===== src/rtl/motion_sequencer.sv =====
// motion_sequencer: drive sequencer for the line-following car.
// Runs forward to the turn mark, dwells, coasts through a dead-time,
// reverses, and brakes at the home mark, with soft-start duty ramping
// and an emergency stop that overrides everything.
module motion_sequencer #(
   parameter int CNT_W     = 32,
   parameter int TURN_MARK = 6,
   parameter int HOME_MARK = 12,
   parameter int DWELL_CYC = 100,
   parameter int DEAD_CYC  = 16,
   parameter int DUTY_W    = 8,
   parameter int DUTY_MAX  = 255,
   parameter int RAMP_DIV  = 4
) (
   input  logic              clk,
   input  logic              rst,
   input  logic              start,
   input  logic              estop,
   input  logic [CNT_W-1:0]  lin,
   output logic [3:0]        direction,
   output logic              pwm_ctrl,
   output logic [DUTY_W-1:0] duty,
   output logic [2:0]        state,
   output logic              done
);

   typedef enum logic [2:0] {
      S_IDLE  = 3'd0,
      S_FWD   = 3'd1,
      S_DWELL = 3'd2,
      S_DEAD  = 3'd3,
      S_REV   = 3'd4,
      S_HOME  = 3'd5,
      S_ESTOP = 3'd6
   } state_t;

   // One timer serves as dwell/dead counter or ramp divider depending on
   // the state; it only ever counts up to (limit - 1) before being cleared.
   localparam int TMR_TOP = (DWELL_CYC > DEAD_CYC) ?
                            ((DWELL_CYC > RAMP_DIV) ? DWELL_CYC : RAMP_DIV) :
                            ((DEAD_CYC  > RAMP_DIV) ? DEAD_CYC  : RAMP_DIV);
   localparam int TMR_W   = (TMR_TOP > 1) ? $clog2(TMR_TOP) : 1;

   localparam logic [TMR_W-1:0]  DWELL_LAST = TMR_W'(DWELL_CYC - 1);
   localparam logic [TMR_W-1:0]  DEAD_LAST  = TMR_W'(DEAD_CYC - 1);
   localparam logic [TMR_W-1:0]  RAMP_LAST  = TMR_W'(RAMP_DIV - 1);
   localparam logic [CNT_W-1:0]  TURN_L     = CNT_W'(TURN_MARK);
   localparam logic [CNT_W-1:0]  HOME_L     = CNT_W'(HOME_MARK);
   localparam logic [DUTY_W-1:0] DUTY_TOP   = DUTY_W'(DUTY_MAX);

   state_t              state_reg, state_next;
   logic [TMR_W-1:0]    tmr_reg, tmr_next;
   logic [DUTY_W-1:0]   duty_reg, duty_next;
   logic [3:0]          direction_reg, direction_next;
   logic                pwm_reg, pwm_next;
   logic                done_reg, done_next;

   // Next-state selection: estop first, then each state's own exit condition.
   always_comb begin
      state_next = state_reg;
      if (estop) begin
         state_next = S_ESTOP;
      end else begin
         case (state_reg)
            S_IDLE, S_HOME: if (start && (lin < TURN_L)) state_next = S_FWD;
            S_FWD:          if (lin >= TURN_L)           state_next = S_DWELL;
            S_DWELL:        if (tmr_reg == DWELL_LAST)   state_next = S_DEAD;
            S_DEAD:         if (tmr_reg == DEAD_LAST)    state_next = S_REV;
            S_REV:          if (lin >= HOME_L)           state_next = S_HOME;
            S_ESTOP:        state_next = S_IDLE;
            default:        state_next = S_IDLE;
         endcase
      end
   end

   // Timer and duty ramp: cleared on any state change, otherwise advanced.
   always_comb begin
      tmr_next  = '0;
      duty_next = '0;
      if (state_next == state_reg) begin
         case (state_reg)
            S_FWD, S_REV: begin
               duty_next = duty_reg;
               if (tmr_reg == RAMP_LAST) begin
                  tmr_next = '0;
                  if (duty_reg != DUTY_TOP) duty_next = duty_reg + 1'b1;
               end else begin
                  tmr_next = tmr_reg + 1'b1;
               end
            end
            S_DWELL, S_DEAD: tmr_next = tmr_reg + 1'b1;
            default:         tmr_next = '0;
         endcase
      end
   end

   // Bridge pattern, PWM enable and done decoded from the upcoming state so
   // they register on the same edge as the state itself.
   always_comb begin
      direction_next = 4'b0000;
      pwm_next       = 1'b0;
      done_next      = 1'b0;
      case (state_next)
         S_FWD:   begin direction_next = 4'b1010; pwm_next = 1'b1; end
         S_DWELL: direction_next = 4'b1010;
         S_REV:   begin direction_next = 4'b0101; pwm_next = 1'b1; end
         S_HOME:  done_next = 1'b1;
         default: ;
      endcase
   end

   // State and output registers with asynchronous active-low clear.
   always_ff @(posedge clk or negedge rst) begin
      if (!rst) begin
         state_reg     <= S_IDLE;
         tmr_reg       <= '0;
         duty_reg      <= '0;
         direction_reg <= 4'b0000;
         pwm_reg       <= 1'b0;
         done_reg      <= 1'b0;
      end else begin
         state_reg     <= state_next;
         tmr_reg       <= tmr_next;
         duty_reg      <= duty_next;
         direction_reg <= direction_next;
         pwm_reg       <= pwm_next;
         done_reg      <= done_next;
      end
   end

   assign state     = state_reg;
   assign direction = direction_reg;
   assign pwm_ctrl  = pwm_reg;
   assign duty      = duty_reg;
   assign done      = done_reg;

endmodule


===== config.mk =====
export PLATFORM = sky130hd
export DESIGN_NAME = motion_sequencer
export DESIGN_NICKNAME = d
export VERILOG_FILES = /design/src/rtl/motion_sequencer.sv
export SDC_FILE = /design/constraint.sdc
export NUM_CORES = 1
export LEC_CHECK = 0
export BUFFER_PORTS_ARGS = -buffer_cell sky130_fd_sc_hd__buf_2
export CAP_MARGIN = 15
export CORE_AREA = 2 2 60 85
export CTS_CLUSTER_DIAMETER = 30
export DETAILED_ROUTE_END_ITERATION = 6
export DIE_AREA = 0 0 62 87
export SETUP_SLACK_MARGIN = 0.02
export SLEW_MARGIN = 20
export SYNTH_ARGS = -nofsm -noshare
export SYNTH_HDL_FRONTEND = slang
export SYNTH_SLANG_ARGS = --single-unit

===== constraint.sdc =====
create_clock -name clk -period 3.3 [get_ports clk]
set_clock_uncertainty 0.2 [all_clocks]
set_input_delay 0.165 -clock clk [delete_from_list [all_inputs] [get_ports clk]]
set_output_delay 0.165 -clock clk [all_outputs]
set_load 0.03 [all_outputs]

### Word-level counts from Yosys, hierarchy flattened

Index checks and enable logic that the tools add are counted.

| word-level totals | value |
|---|---|
| output and inout port bits | 17 |
| register bits | 24 |
| logic and storage cells | 52 |
| input bits | 36 |

| cells by class | value |
|---|---|
| order comparisons | 3 |
| reductions and logical operators | 8 |
| muxes and demuxes | 17 |
| eq/ne operators | 16 |
| $add $sub $neg | 2 |

Operators by type and width:

| kind | count |
|---|---|
| $ge A32 B3 Y1 const B | 1 |
| $ge A32 B4 Y1 const B | 1 |
| $lt A32 B3 Y1 const B | 1 |
| $mux W8 | 4 |
| $mux W3 | 6 |
| $pmux W3 S5 | 1 |
| $mux W7 | 2 |
| $pmux W7 S2 | 1 |
| $eq A3 B3 Y1 const B | 4 |
| $reduce_or A2 Y1 | 5 |
| $eq A3 B2 Y1 const B | 3 |
| $add A8 B1 Y8 const B | 1 |
| $ne A8 B8 Y1 const B | 1 |
| $pmux W4 S2 | 1 |
| $add A7 B1 Y7 const B | 1 |
| $eq A7 B2 Y1 const B | 1 |
| $eq A7 B4 Y1 const B | 1 |
| $eq A7 B7 Y1 const B | 1 |
| $eq A3 B1 Y1 const B | 2 |
| $ne A3 B3 Y1 const B | 2 |
| $eq A3 B3 Y1 | 1 |
| $logic_not A3 Y1 | 1 |
| $mux W1 | 2 |
| $reduce_and A2 Y1 | 1 |
| $logic_and A1 B1 Y1 | 1 |

### Depth between registers and ports, before layout

| depth | value |
|---|---|
| word-level depth | 8 |
| depth in mapped cells | 7 |
| mapped depth without buffers | 7 |

### Worst setup path after synthesis

No wires, ideal clock.

| timing | value |
|---|---|
| kind | register to register |
| start point | register tmr_reg[0] |
| end point | register tmr_reg[1] |
| data required time | 3.011 ns |
| stages on the path, launching flop included | 8 |
| setup slack | 0.824 ns |
| arrival | 2.187 ns |
| buffers on the path | 0 |
| period minus slack after synthesis | 2.476 ns |
| setup time | 0.089 ns |
| cells stage by stage | dfrtp_1 -> ha_1 -> and3_2 -> and4b_4 -> or4_4 -> o211ai_4 -> mux2_4 -> nor3b_1 |

| between the ends | value |
|---|---|
| word-level cells in the longest chain between the ends | 6 |
| elaborated cells on any way between the ends | 12 |
| those cells by class | 1 x add/sub; 4 x eq/ne; 7 x mux |

RTL lines:

| what | RTL line | RTL |
|---|---|---|
| from (decl) | 52 | `logic [TMR_W-1:0] tmr_reg, tmr_next;` |
| from (signal assigned) | 123 | `tmr_reg <= tmr_next;` |
| $eq A7 B4 Y1 or $eq A7 B7 Y1 (tied branches) | 68, 67 |  |
| $mux W3 (on tied branches) | 68, 67 |  |
| $pmux W3 S5 (*) | 64 | `case (state_reg)` |
| $mux W3 (*) | 61 | `if (estop) begin` |
| via state_next[0] | 51 | `state_t state_reg, state_next;` |
| $eq A3 B3 Y1 (*) | 80 | `if (state_next == state_reg) begin` |
| $mux W7 (*) | 80 |  |
| via tmr_next[1] | 52 |  |

The timed path passes the listed nets; every way through them passes the cells marked *.
A chain may end at the register's enable or synchronous reset.

### Worst setup path after layout

| timing | value |
|---|---|
| start point | register tmr_reg[0] |
| end point | register tmr_reg[6] |

The elaborated chain is that of the path after synthesis.

==> flow_summary.toml <==
[status]
outcome = "finished, final reports clean"

[floorplanning]
rows = 30
floorplan.initialDensity_pct = 28.6
ios = 53
dieArea_mm2 = 0.00539
fp.dieW_um = 62
core_mm2 = 0.00469
die_h_um = 87

[routing]
routedWlPerCell_um = 12.3
wl_um = 2980
viasPerCell = 4.96
route.detailed.drc = 0
dr.pass1.iters = 3
drt-initial-drc-count = 28
ant_nets = 0
vias = 1206

[place]
place_area_mm2 = 0.00164
dp_slack_ps = 681
gp_congestion = 0.746
io_buffers = 51
post-dp-hpwl_um = 2410

[final_layout]
syn2layout_area_growth_pct = 28.3
n_antenna_cell = 0
fin_util_pct = 36.7
fin_area_mm2 = 0.00172
final_net_count = 218
largest_register_ffs = 8
seq_area_um2 = 551
drive_gt1_share_pct = 41.9
filler_cell_count = 495
multi_input_area_um2 = 744

[power]
p_leak_nw = 0.765
p_total_w = 0.000634
power_density_mw_per_mm2 = 368
vdd_drop_max_v = 0.000126

[cts]
clock-sinks = 22
cts.path.max_buffers = 2
clockRootBuffer = "clkbuf_8"
htree_levels = 1
cts_tree = "built"
cts_buffers = 3
cts.clk_slew.worst_paths_ps = 80
cts_resized = 0
clk-insertion-delay-late_ps = 260

[yosys]
syn_inst = 129
netlist_area_mm2 = 0.00134
yosys.area.top_type = "dfrtp_1"
ys.flop_type = "dfrtp_1"
synth_edf_count = 0
ys_warn_count = 0
synth_area_leaders = "dfrtp_1, nor3_2, xnor2_1"
synth-async-reset-ratio_pct = 100
ys_ff_latch = 22
synth_cell_type_count = 41
syn_avg_cell_area_um2 = 10.4
synth-seq-area-share_pct = 41.0
synth_nets = 167
synthDominantCellAreaShare_pct = 41.0

[min_path]
hp-class = "in -> reg"

[sta]
final.setup.worst_slack_ps = 667
slew_headroom_pct = 67.5
fin_tns_setup_ps = 0
fin_crit_sh_pct = 79.8
setup_viol = 0
slew_violations = 0
hold_viol = 0
rsz0062_at_grt = "false"
worst_pin_slew_ps = 484
min_period_ps = 2630
max_freq_mhz = 380

[worst_setup_path]
critPathMaxFanout = 7
end_kind = "flop"
start_kind = "flop"
crit_path_max_incr_delay_ps = 520
path_cells = "ha_1 > and3_2 > and4b_4 > or4_4 > o211ai_4 > mux2_4 > nor3_1"
critPathArrivalTime_ps = 2610
path_class = "reg -> reg"
cp.required_ps = 3280
crit_slowest_cell = "or4_4"

[global_route]
grt_usage_pct = 12.3
overflow = 0
grt_pass1_wl_um = 5050
grt_pass1_vias = 1225
grt_start_max_net_pins = 23
antenna_found_initial = 0

[job]
maxCapViolCount = 0
==> cell usage in the layout, fill, tap and decap left out, types with 3 or more instances in the layout <==
| master | count |
|---|---|
| buf_2 | 51 |
| clkbuf_8 | 3 |
| dfrtp_1 | 22 |
| inv_1 | 3 |
| nand2_1 | 5 |
| nand3_1 | 7 |
| nand4_1 | 6 |
| nor2_1 | 5 |
| nor3_1 | 9 |
| nor3_2 | 7 |
| nor4_1 | 8 |
| o21ai_0 | 4 |
| xnor2_1 | 6 |
| xor2_1 | 6 |
==> metal layers <==
metal	track usage [%]	vias to the layer above	part of all wire [%]	routed length [µm]
li1	-	577	-	-
met1	13.3	578	39	1160
met5	0	-	0	0
met4	5.80	0	2.2	66
met2	22.4	46	52	1560
met3	1.63	5	6.3	188
==> worst paths after layout <==
| kind | cells after the start | end | slack, ps | from |
|---|---|---|---|---|
| worst max register to register | 7 | tmr_reg[6] | 670 | tmr_reg[0] |
| worst min-delay path | 2 | state[1] | 30 | estop |
| min in group asynchronous | 2 | tmr_reg[1] | 200 | rst |
| worst max-delay path | 7 | tmr_reg[6] | 670 | tmr_reg[0] |
| max in group asynchronous | 2 | tmr_reg[5] | 2370 | rst |
| worst min register to register | 1 | tmr_reg[0] | 270 | tmr_reg[0] |
==> report_power, final <==
group          switching (W)  internal (W)
Sequential        0.00000886      0.000277
Clock              0.0000857      0.000162
Combinational      0.0000609     0.0000397
==> cells in the mapped netlist (2+ instances only) <==
| cell | count |
|---|---|
| or2_2 | 2 |
| xor2_1 | 6 |
| buf_4 | 3 |
| o31ai_1 | 2 |
| nand2_1 | 5 |
| nor2_1 | 5 |
| inv_1 | 3 |
| ha_1 | 2 |
| xnor2_1 | 6 |
| nor3b_1 | 2 |
| mux2i_1 | 2 |
| a31oi_1 | 2 |
| nand4_1 | 6 |
| nor4_1 | 8 |
| o21ai_0 | 4 |
| nand3_1 | 7 |
| and3_1 | 2 |
| and3_2 | 2 |
| nor3_1 | 9 |
| a21oi_1 | 2 |
| dfrtp_1 | 22 |
| buf_2 | 2 |
| nor3_2 | 7 |
==> area by class of cell <==
type                    count  area share [%]
multi-input cells          98            43.2
flip-flops and latches     22            32.0
repair buffers             52            15.4
well taps                  64            4.65
clock buffers               3            2.40
clock inverters             1            1.74
inverters                   3           0.654
==> through the flow <==
| stage | hold WS [ps] | cells |
|---|---|---|
| floorplan | -331 | 129 |
| global placement | -42.6 | 238 |
| detailed placement | -42.9 | 238 |
| CTS | 39.6 | 243 |
| global route | 52.8 | 243 |
| finish | 32.0 | 243 |
==> worst max-delay path, delay by kind of cell, from the launching register on <==
| kind | cells | cell delay, ps |
|---|---|---|
| fa+ha+maj | 1 | 240 |
| mux | 1 | 380 |
| flops | 1 | 400 |
| simple gates | 4 | 1170 |
| compound gates | 1 | 170 |
==> logic make-up (layout without fill, tap and decap cells) <==
group	Yosys count	after routing	share of synthesized area [%]
and+or+nand+nor	63	63	30.8
AOI/OAI and AO/OA	18	18	12.3
xor gates and xnor gates	12	12	7.83
muxes	3	3	2.61
buffers and inverters	9	59	3.54
adders and majority gates	2	2	1.86
DFF	22	22	41.0
==> repair_timing <==
| action | CTS | global route |
|---|---|---|
| buffers inserted | 0 | 0 |
| hold buffers | 1 | 0 |
| endpoints found under the hold margin | 22 | 0 |
No activity file was read; power rests on OpenSTA's default activity.
